**src/rtl/imem_pkg.sv**
```systemverilog
// Shared types and sizing for the instruction-memory boot loader.
// No logic; imported by the loader and its byte packer.
package imem_pkg;

   localparam int IMEM_DEPTH = 64;
   localparam int IMEM_AW    = 6;
   localparam int INSTR_W    = 32;
   localparam int IMEM_CNT_W = 16;

   typedef enum logic [2:0] {
      IDLE  = 3'd0,
      HDR0  = 3'd1,
      HDR1  = 3'd2,
      DATA  = 3'd3,
      WRITE = 3'd4,
      CSUM  = 3'd5,
      DONE  = 3'd6,
      ERR   = 3'd7
   } state_t;

   // Little-endian word-count header as received from the host.
   typedef struct packed {
      logic [7:0] hi;
      logic [7:0] lo;
   } hdr_t;

endpackage

```
**src/rtl/imem_byte_packer.sv**
```systemverilog
// Packs accepted bytes into little-endian 32-bit words; word_vld is a combinational
// pulse on the 4th byte so the word can be registered on that same edge. No backpressure.
module imem_byte_packer
   import imem_pkg::*;
(
   input  logic               clk,
   input  logic               reset,
   input  logic               clear,
   input  logic               byte_vld,
   input  logic [7:0]         byte_dat,
   output logic               word_vld,
   output logic [INSTR_W-1:0] word_dat
);

   logic [1:0]  lane_q;
   logic [23:0] lo_q;

   always_ff @(posedge clk or posedge reset) begin
      if (reset) begin
         lane_q <= 2'd0;
         lo_q   <= 24'd0;
      end else if (clear) begin
         lane_q <= 2'd0;
      end else if (byte_vld) begin
         lane_q <= lane_q + 2'd1;
         case (lane_q)
            2'd0:    lo_q[7:0]   <= byte_dat;
            2'd1:    lo_q[15:8]  <= byte_dat;
            2'd2:    lo_q[23:16] <= byte_dat;
            default: ;
         endcase
      end
   end

   // The top lane bypasses storage and completes the word directly.
   assign word_vld = byte_vld && (lane_q == 2'd3);
   assign word_dat = {byte_dat, lo_q};

endmodule

```
**src/rtl/imem_boot_loader.sv**
```systemverilog
// Boot loader: header + LE words from host into instruction memory, holds CPU until done.
// Write one cycle after a word's 4th byte; in_ready low outside HDR0/HDR1/DATA/CSUM.
// Optional trailing XOR checksum byte enabled by IMEM_LOADER_CHECKSUM_EN.
module imem_boot_loader
   import imem_pkg::*;
#(
   parameter int DEPTH = IMEM_DEPTH,
   parameter int CNT_W = IMEM_CNT_W
) (
   input  logic        clk,
   input  logic        reset,
   input  logic        start,
   input  logic        in_valid,
   input  logic [7:0]  in_data,
   output logic        in_ready,
   output logic        write_enable,
   output logic [31:0] write_address,
   output logic [31:0] write_data,
   output logic        cpu_hold,
   output logic        load_done,
   output logic        load_error
);

   localparam int AW = $clog2(DEPTH);
   localparam int IW = AW + 1;

   state_t             state_q, state_d;
   hdr_t               count_q;
   logic [IW-1:0]      index_q;
   logic [AW-1:0]      addr_q;
   logic [INSTR_W-1:0] data_q;
   logic [INSTR_W-1:0] word_dat;
   logic               word_vld;
   logic               accept, hdr_lo_acc, hdr_hi_acc, data_acc;
   logic [CNT_W-1:0]   hdr_count, idx_next;

   assign in_ready   = state_q inside {HDR0, HDR1, DATA, CSUM};
   assign accept     = in_valid && in_ready;
   assign hdr_lo_acc = accept && (state_q == HDR0);
   assign hdr_hi_acc = accept && (state_q == HDR1);
   assign data_acc   = accept && (state_q == DATA);
   assign hdr_count  = CNT_W'({in_data, count_q.lo});
   assign idx_next   = CNT_W'(index_q) + CNT_W'(1);

`ifdef IMEM_LOADER_CHECKSUM_EN
   localparam state_t FINISH = CSUM;
   logic [7:0] xor_q;

   always_ff @(posedge clk or posedge reset) begin
      if (reset)
         xor_q <= 8'd0;
      else if (state_q == HDR0)
         xor_q <= 8'd0;
      else if (data_acc)
         xor_q <= xor_q ^ in_data;
   end
`else
   localparam state_t FINISH = DONE;
`endif

   imem_byte_packer u_packer (
      .clk      (clk),
      .reset    (reset),
      .clear    (hdr_hi_acc),
      .byte_vld (data_acc),
      .byte_dat (in_data),
      .word_vld (word_vld),
      .word_dat (word_dat)
   );

   always_ff @(posedge clk or posedge reset) begin
      if (reset)
         state_q <= IDLE;
      else
         state_q <= state_d;
   end

   always_comb begin
      state_d = state_q;
      case (state_q)
         IDLE:  if (start) state_d = HDR0;
         HDR0:  if (accept) state_d = HDR1;
         HDR1: begin
            if (accept) begin
               if (hdr_count == '0)
                  state_d = FINISH;
               else if (hdr_count > CNT_W'(DEPTH))
                  state_d = ERR;
               else
                  state_d = DATA;
            end
         end
         DATA:  if (word_vld) state_d = WRITE;
         WRITE: state_d = (idx_next == CNT_W'(count_q)) ? FINISH : DATA;
`ifdef IMEM_LOADER_CHECKSUM_EN
         CSUM:  if (accept) state_d = (in_data == xor_q) ? DONE : ERR;
`endif
         DONE:  if (start) state_d = HDR0;
         ERR:   if (start) state_d = HDR0;
         default: state_d = IDLE;
      endcase
   end

   // Address/data latch on the 4th byte so they are stable throughout WRITE.
   always_ff @(posedge clk or posedge reset) begin
      if (reset) begin
         count_q <= '0;
         index_q <= '0;
         addr_q  <= '0;
         data_q  <= '0;
      end else begin
         if (hdr_lo_acc)
            count_q.lo <= in_data;
         if (hdr_hi_acc) begin
            count_q.hi <= in_data;
            index_q    <= '0;
         end
         if (word_vld) begin
            addr_q <= index_q[AW-1:0];
            data_q <= word_dat;
         end
         if (state_q == WRITE)
            index_q <= index_q + IW'(1);
      end
   end

   assign write_enable  = (state_q == WRITE);
   assign write_address = {{(32-AW){1'b0}}, addr_q};
   assign write_data    = data_q;
   assign cpu_hold      = (state_q != DONE);
   assign load_done     = (state_q == DONE);
   assign load_error    = (state_q == ERR);

endmodule

```
**config.mk**
```make
export PLATFORM = sky130hd
export DESIGN_NAME = imem_boot_loader
export DESIGN_NICKNAME = d
export VERILOG_FILES = /design/src/rtl/imem_pkg.sv /design/src/rtl/imem_byte_packer.sv /design/src/rtl/imem_boot_loader.sv
export SDC_FILE = /design/constraint.sdc
export NUM_CORES = 1
export LEC_CHECK = 0
export BUFFER_PORTS_ARGS = -buffer_cell sky130_fd_sc_hd__buf_2
export CORE_MARGIN = 3
export CORE_UTILIZATION = 50
export DETAILED_ROUTE_END_ITERATION = 8
export PLACE_DENSITY = 0.72
export SYNTH_ARGS = -nofsm -noshare
export SYNTH_HDL_FRONTEND = slang
export SYNTH_SLANG_ARGS = --single-unit
```
**constraint.sdc**
```tcl
create_clock -name clk -period 2.8 [get_ports clk]
set_input_delay 0.14 -clock clk [delete_from_list [all_inputs] [get_ports clk]]
set_output_delay 0.14 -clock clk [all_outputs]
set_load 0.01 [all_outputs]
```
==> results of run 1 <==
-- cells in the mapped netlist (all sizes together), types with 3 or more instances --
cell	number	area share, %
nor3	8	1.1
nand2	23	2.2
xnor2	3	0.64
nor2	9	0.89
clkbuf	6	0.55
mux2	77	21
inv	8	0.74
buf	31	5.4
o211ai	3	0.55
o21ai	13	1.6
o31ai	3	0.55
nor4	4	0.61
nand3	5	0.61
ha	5	1.5
xor2	6	1.3
dfrtp	90	55
-- state kept, by name, summed over array words and instances, names as in the netlist --
register         count
addr_q               6
index_q              7
count_q             16
state_q              3
write_data          32
u_packer.lane_q      2
u_packer.lo_q       24
-- per-stage QoR --
stage / total power (µW) / area (µm²)
2_1_floorplan: 3130 / 4180
4_1_cts: 4490 / 4590
3_3_place_gp: 3490 / 4370
6_report: 4460 / 4590
5_1_grt: 4760 / 4590
3_5_place_dp: 3560 / 4370
-- critical path, stage by stage (launching register included) --
cell,delay (ns)
sky130_fd_sc_hd__dfrtp_1,0.62
sky130_fd_sc_hd__nand2b_1,0.25
sky130_fd_sc_hd__nor2_2,0.10
sky130_fd_sc_hd__nand2_1,0.26
sky130_fd_sc_hd__buf_4,0.45
sky130_fd_sc_hd__mux2_2,0.39
-- path summary, 6_finish.rpt --
path                                         from          endpoint  slack, ns  cells after the start
worst min register to register  u_packer.lo_q[13]    write_data[13]       0.51                      1
worst max-delay path                   state_q[2]     write_data[1]       0.60                      5
worst min-delay path                   in_data[1]  u_packer.lo_q[9]       0.13                      2
worst max register to register         state_q[2]     write_data[1]       0.60                      5
min in group asynchronous                   reset    write_data[10]       0.40                      4
max in group asynchronous                   reset        state_q[2]       2.03                      4
-- power by group through the flow --
| stage | Combinational [µW] | Clock [µW] | Sequential [µW] |
|---|---|---|---|
| 2_1_floorplan | 985 | 0 | 2140 |
| 3_3_place_gp | 1300 | 0 | 2190 |
| 3_5_place_dp | 1350 | 0 | 2210 |
| 4_1_cts | 1360 | 945 | 2190 |
| 5_1_grt | 1490 | 1000 | 2270 |
| 6_report | 1340 | 930 | 2190 |
-- area by class of cell --
| class | count | area, µm² |
|---|---|---|
| multi-input cells | 213 | 1650 |
| clock inverters | 7 | 90.1 |
| inverters | 9 | 35.0 |
| repair buffers | 58 | 315 |
| clock buffers | 9 | 124 |
| fillers | 635 | 3220 |
| flip-flops and latches | 90 | 2250 |
| well taps | 102 | 128 |
-- layer usage --
metal | global-route usage (%) | wire, µm | up-vias
met5 | 0 | 0 | -
li1 | - | - | 1206
met1 | 27.0 | 3640 | 1327
met4 | 8.06 | 161 | 0
met3 | 3.60 | 534 | 14
met2 | 28.9 | 3660 | 104
-- logic make-up after synthesis --
family | after synthesis | share of synthesized area, %
mux | 77 | 21.2
simple gates | 62 | 7.48
buf+inv | 46 | 6.77
fa+ha+maj | 5 | 1.53
xor+xnor | 9 | 1.93
other cells | 1 | 0.0919
flops | 90 | 55.2
compound gates | 34 | 5.79
==> impl_metrics.yaml, run 1 <==
synth:
  mappedNetlistArea_um2: 4080
  postSynth.topFlopCell: "sky130_fd_sc_hd__dfrtp_1"
  post_synth.cell_area_avg_um2: 12.6
  synth_edf_count: 0
  post_synth_num_cell_types: 44
  yosys_register_bits: 90
  yosys_warnings: 0
  ys_seq_area_share_pct: 55.2
  synthArstFlopShare_pct: 100
  synthesis.instances: 324
placed_design:
  dp_hpwl_mm: 5.41
  preCtsSetupSlack_ns: 0.626
  numPortBuffers: 54
  dp_cells: 471
  global_placement_routability_congestion: 0.923
drt:
  avg_vias_per_cell: 5.43
  initialDrtViolationCount: 203
  number_of_nets_with_antenna_violations_after_routing: 0
  detailroute.via_count: 2651
  detail_route.wirelength_mm: 8.00
  route.detailed.wl_per_inst_um: 16.4
  drc: 0
  firstDrtPassIters: 4
clock_tree:
  tritoncts_clock_tree: "done"
  clk_root_buffer_cell: "sky130_fd_sc_hd__clkbuf_8"
  cts.htree.levels: 3
  cts_buffer_depth: 2
  cts_hold_buf: 1
  post_cts_resized: 0
  number_of_clock_buffers_inserted_by_tritoncts: 9
  clkSlewWorstSetupHoldPaths_ns: 0.10
  source_to_sink_clock_delay_at_the_later_pin_of_the_worst_skew_pair_ns: 0.37
  post_cts_buffers: 0
  cts.sinks: 90
power_and_ir_drop:
  power_density_nw_per_um2: 971
  switchingPower_uw: 1510
  power_switching_share_pct: 33.8
  power_report.internal_total_uw: 2960
  share_seq_of_total_power_pct: 49.1
  vdd_drop_max_v: 0.000506
  power.combinational.fraction_pct: 30.1
  p_leak_uw: 0.00226
  share_clk_of_total_power_pct: 20.9
final_layout:
  top_library_cells_by_usage_in_the_layout_fill_and_taps_aside: "sky130_fd_sc_hd__dfrtp_1, sky130_fd_sc_hd__mux2_2, sky130_fd_sc_hd__buf_2"
  finalNonFillerCells: 488
  area.growth.synth_to_final_pct: 12.5
  finalCoreUtilization_pct: 58.8
  final_net_count: 398
  most_common_cell_after_layout_fill_and_taps_aside: "sky130_fd_sc_hd__dfrtp_1"
  post_route_cells_drive_above_1_share_pct: 40.9
  antenna_cells_inserted: 0
floorplanning:
  num_io_pins: 81
  floorplan.initialDensity_pct: 52.3
  die_y_um: 96.4
  die-width_um: 96.4
  core_um2: 7810
  core.rowCount: 32
  die_area_um2: 9290
worst_hold_path:
  worst_hold_path_type: "input port to register"
sta:
  holdWs_ns: 0.128
  final_min_period_over_clock_period_pct: 78.5
  timing.setup.tns_ns: 0
  finalClockSkew_ns: 0.0120
  highest_clock_rate_mhz: 455
  layout_setup_ws_ns: 0.603
  timing.final.max_slew_violations: 0
  setup-violations-final: 0
  finalCriticalPeriod_ns: 2.20
  max_slew.worst_pin.slew_ns: 0.679
  final_hold_viol_count: 0
  rsz0062_at_grt: "no"
  worst_slew_margin_rel_pct: 54.5
grt:
  largest_net_degree_at_the_start_of_global_routing: 91
  grt_first_pass_wirelength_mm: 13.4
  overflow: 0
  antenna_found_initial: 0
  grt_use_total_pct: 19.1
  via_count_of_the_first_global_routing_pass: 2660
critical_path:
  crit_arrival_ns: 2.44
  critPathRequiredTime_ns: 3.05
  worst_setup_path_category: "register to register"
  crit_path_start_kind: "register"
  highest_fanout_seen_on_the_critical_path: 32
  timing.critical_path.to_type: "register"
status:
  run_status: "completed"
run:
  drv_cap: 0
Note: power is estimated with default switching activity, not from simulation.
==> run 2, diff against run 1 <==
- CORE_UTILIZATION: 50 -> 49
- PLACE_DENSITY: 0.72 -> 0.74
- clock period: 2.8 -> 1.8 ns (I/O delays scaled with it)
==> run 2 against run 1 <==
Against the previous run:
- sequential share of layout area decreased by 1.1 points
- maximum frequency increased by 12%
- critical path depth increased by 1
- wire length increased by 0.55%
- critical path type unchanged
- count of clock-buffer cells in the layout increased by 1
- via count decreased by 0.64%
- worst hold slack got worse by 0.030 ns
- the flow now finishes with violations (negative setup slack)
- largest cell class unchanged
- global-route usage decreased by 1.5 points
==> impl_metrics.yaml, run 2 (synthesized netlist as in run 1, its figures left out) <==
floorplanning:
  core.rowCount: 32
  floorplan.initialDensity_pct: 51.8
  num_io_pins: 81
  die_area_um2: 9460
  core_um2: 7890
  die-width_um: 97.3
  die_y_um: 97.3
final_layout:
  post_route_cells_drive_above_1_share_pct: 43.3
  largest_register_ff_count: 32
  final_net_count: 408
  finalCoreUtilization_pct: 59.6
  antenna_cells_inserted: 0
  most_common_cell_after_layout_fill_and_taps_aside: "sky130_fd_sc_hd__dfrtp_1"
  top_library_cells_by_usage_in_the_layout_fill_and_taps_aside: "sky130_fd_sc_hd__dfrtp_1, sky130_fd_sc_hd__mux2_2, sky130_fd_sc_hd__buf_2"
  area.growth.synth_to_final_pct: 15.1
power_and_ir_drop:
  p_leak_uw: 0.00232
  power_density_nw_per_um2: 1520
  vdd_drop_max_v: 0.000759
sta:
  holdWs_ns: 0.0981
  final_min_period_over_clock_period_pct: 109
  max_slew.worst_pin.slew_ns: 0.505
  highest_clock_rate_mhz: 510
  setup-violations-final: 39
  final_hold_viol_count: 0
  worst_slew_margin_rel_pct: 66.3
  finalClockSkew_ns: 0.0136
  timing.final.max_slew_violations: 0
  layout_setup_ws_ns: -0.162
  finalCriticalPeriod_ns: 1.96
  timing.setup.tns_ns: -1.08
  rsz0062_at_grt: "yes"
critical_path:
  critical_path.cell_chain: "or4_1 > a221o_1 > a2111oi_2 > nand4_1 > o21ai_1 > o211ai_1"
  critical_path.max_stage_delay_ns: 0.52
  critical_path.slowest_cell: "sky130_fd_sc_hd__or4_1"
  worst_setup_path_category: "register to register"
  timing.critical_path.to_type: "register"
  highest_fanout_seen_on_the_critical_path: 2
  crit_path_start_kind: "register"
  crit_arrival_ns: 2.20
  critPathRequiredTime_ns: 2.04
drt:
  detail_route.wirelength_mm: 8.04
  route.detailed.wl_per_inst_um: 16.2
  number_of_nets_with_antenna_violations_after_routing: 0
  initialDrtViolationCount: 149
  firstDrtPassIters: 4
  drc: 0
  detailroute.via_count: 2634
  avg_vias_per_cell: 5.30
clock_tree:
  source_to_sink_clock_delay_at_the_later_pin_of_the_worst_skew_pair_ns: 0.36
  tritoncts_clock_tree: "done"
  number_of_clock_buffers_inserted_by_tritoncts: 9
  post_cts_buffers: 0
  clkSlewWorstSetupHoldPaths_ns: 0.09
  cts.sinks: 90
  cts.htree.levels: 3
  clk_root_buffer_cell: "sky130_fd_sc_hd__clkbuf_8"
  cts_buffer_depth: 2
grt:
  overflow: 0
  via_count_of_the_first_global_routing_pass: 2680
  antenna_found_initial: 0
  grt_first_pass_wirelength_mm: 13.3
  largest_net_degree_at_the_start_of_global_routing: 91
  grt_use_total_pct: 17.6
status:
  run_status: "complete, but fails checks"
  violations_in_the_final_reports: "negative setup slack"
run:
  drv_cap: 0
placed_design:
  preCtsSetupSlack_ns: -0.149
  dp_hpwl_mm: 5.39
  global_placement_routability_congestion: 0.822
  numPortBuffers: 54
worst_hold_path:
  worst_hold_path_type: "input port to register"
## run 2: worst paths after layout
| path | from | to | slack (ns) | depth (start not counted) |
|---|---|---|---|---|
| setup / recovery | count_q[10] | state_q[0] | -0.16 | 6 |
| hold / removal | in_data[7] | u_packer.lo_q[23] | 0.1 | 2 |
| setup reg to reg | count_q[10] | state_q[0] | -0.16 | 6 |
| hold reg to reg | addr_q[3] | addr_q[3] | 0.49 | 2 |
| max in group asynchronous | reset | write_data[28] | 1.01 | 4 |
| min in group asynchronous | reset | write_data[1] | 0.35 | 4 |
## run 2: report_power, final
group          internal, µW  leakage, µW  total, µW  switching (µW)
Combinational          1240      0.00106       2330            1100
Clock                   822     0.000109       1530             713
Sequential             2810      0.00116       3300             490
Total                  4870      0.00232       7170            2300
## run 2: cell type report
type | instances | area (µm²)
clock buffers | 10 | 138
clock inverters | 5 | 85.1
fillers | 643 | 3190
inverters | 9 | 37.5
multi-input cells | 213 | 1660
flip-flops and latches | 90 | 2250
well taps | 102 | 128
repair buffers | 68 | 403
## run 2: metrics by stage
| stage | cells | cell area (µm²) | total power [µW] |
|---|---|---|---|
| after floorplan | 349 | 4180 | 4870 |
| after global placement | 481 | 4460 | 5540 |
| after detailed placement | 481 | 4460 | 5670 |
| after CTS | 497 | 4690 | 7230 |
| after global routing | 497 | 4700 | 7630 |
| final | 497 | 4700 | 7170 |
## run 2: what timing repair did
item | CTS | global route
pin swaps | 2 | 0
setup endpoints to repair | 2 | 68
endpoints found under the hold margin | 90 | 0
resized for setup | 0 | 4
hold buffers | 1 | 0
## run 2: critical path: cells and delay by family (launching register included)
| family | cells | cell delay [ns] |
|---|---|---|
| flops | 1 | 0.38 |
| compound gates | 4 | 0.76 |
| simple gates | 2 | 0.70 |
## run 2: layer usage
metal / vias to the layer above / global-route usage [%] / part of all wire [%]
met5: - / 0 / 0
met4: 0 / 5.96 / 1.3
met3: 11 / 4.59 / 6.2
met2: 94 / 29.0 / 48
met1: 1299 / 22.7 / 45
li1: 1230 / - / -
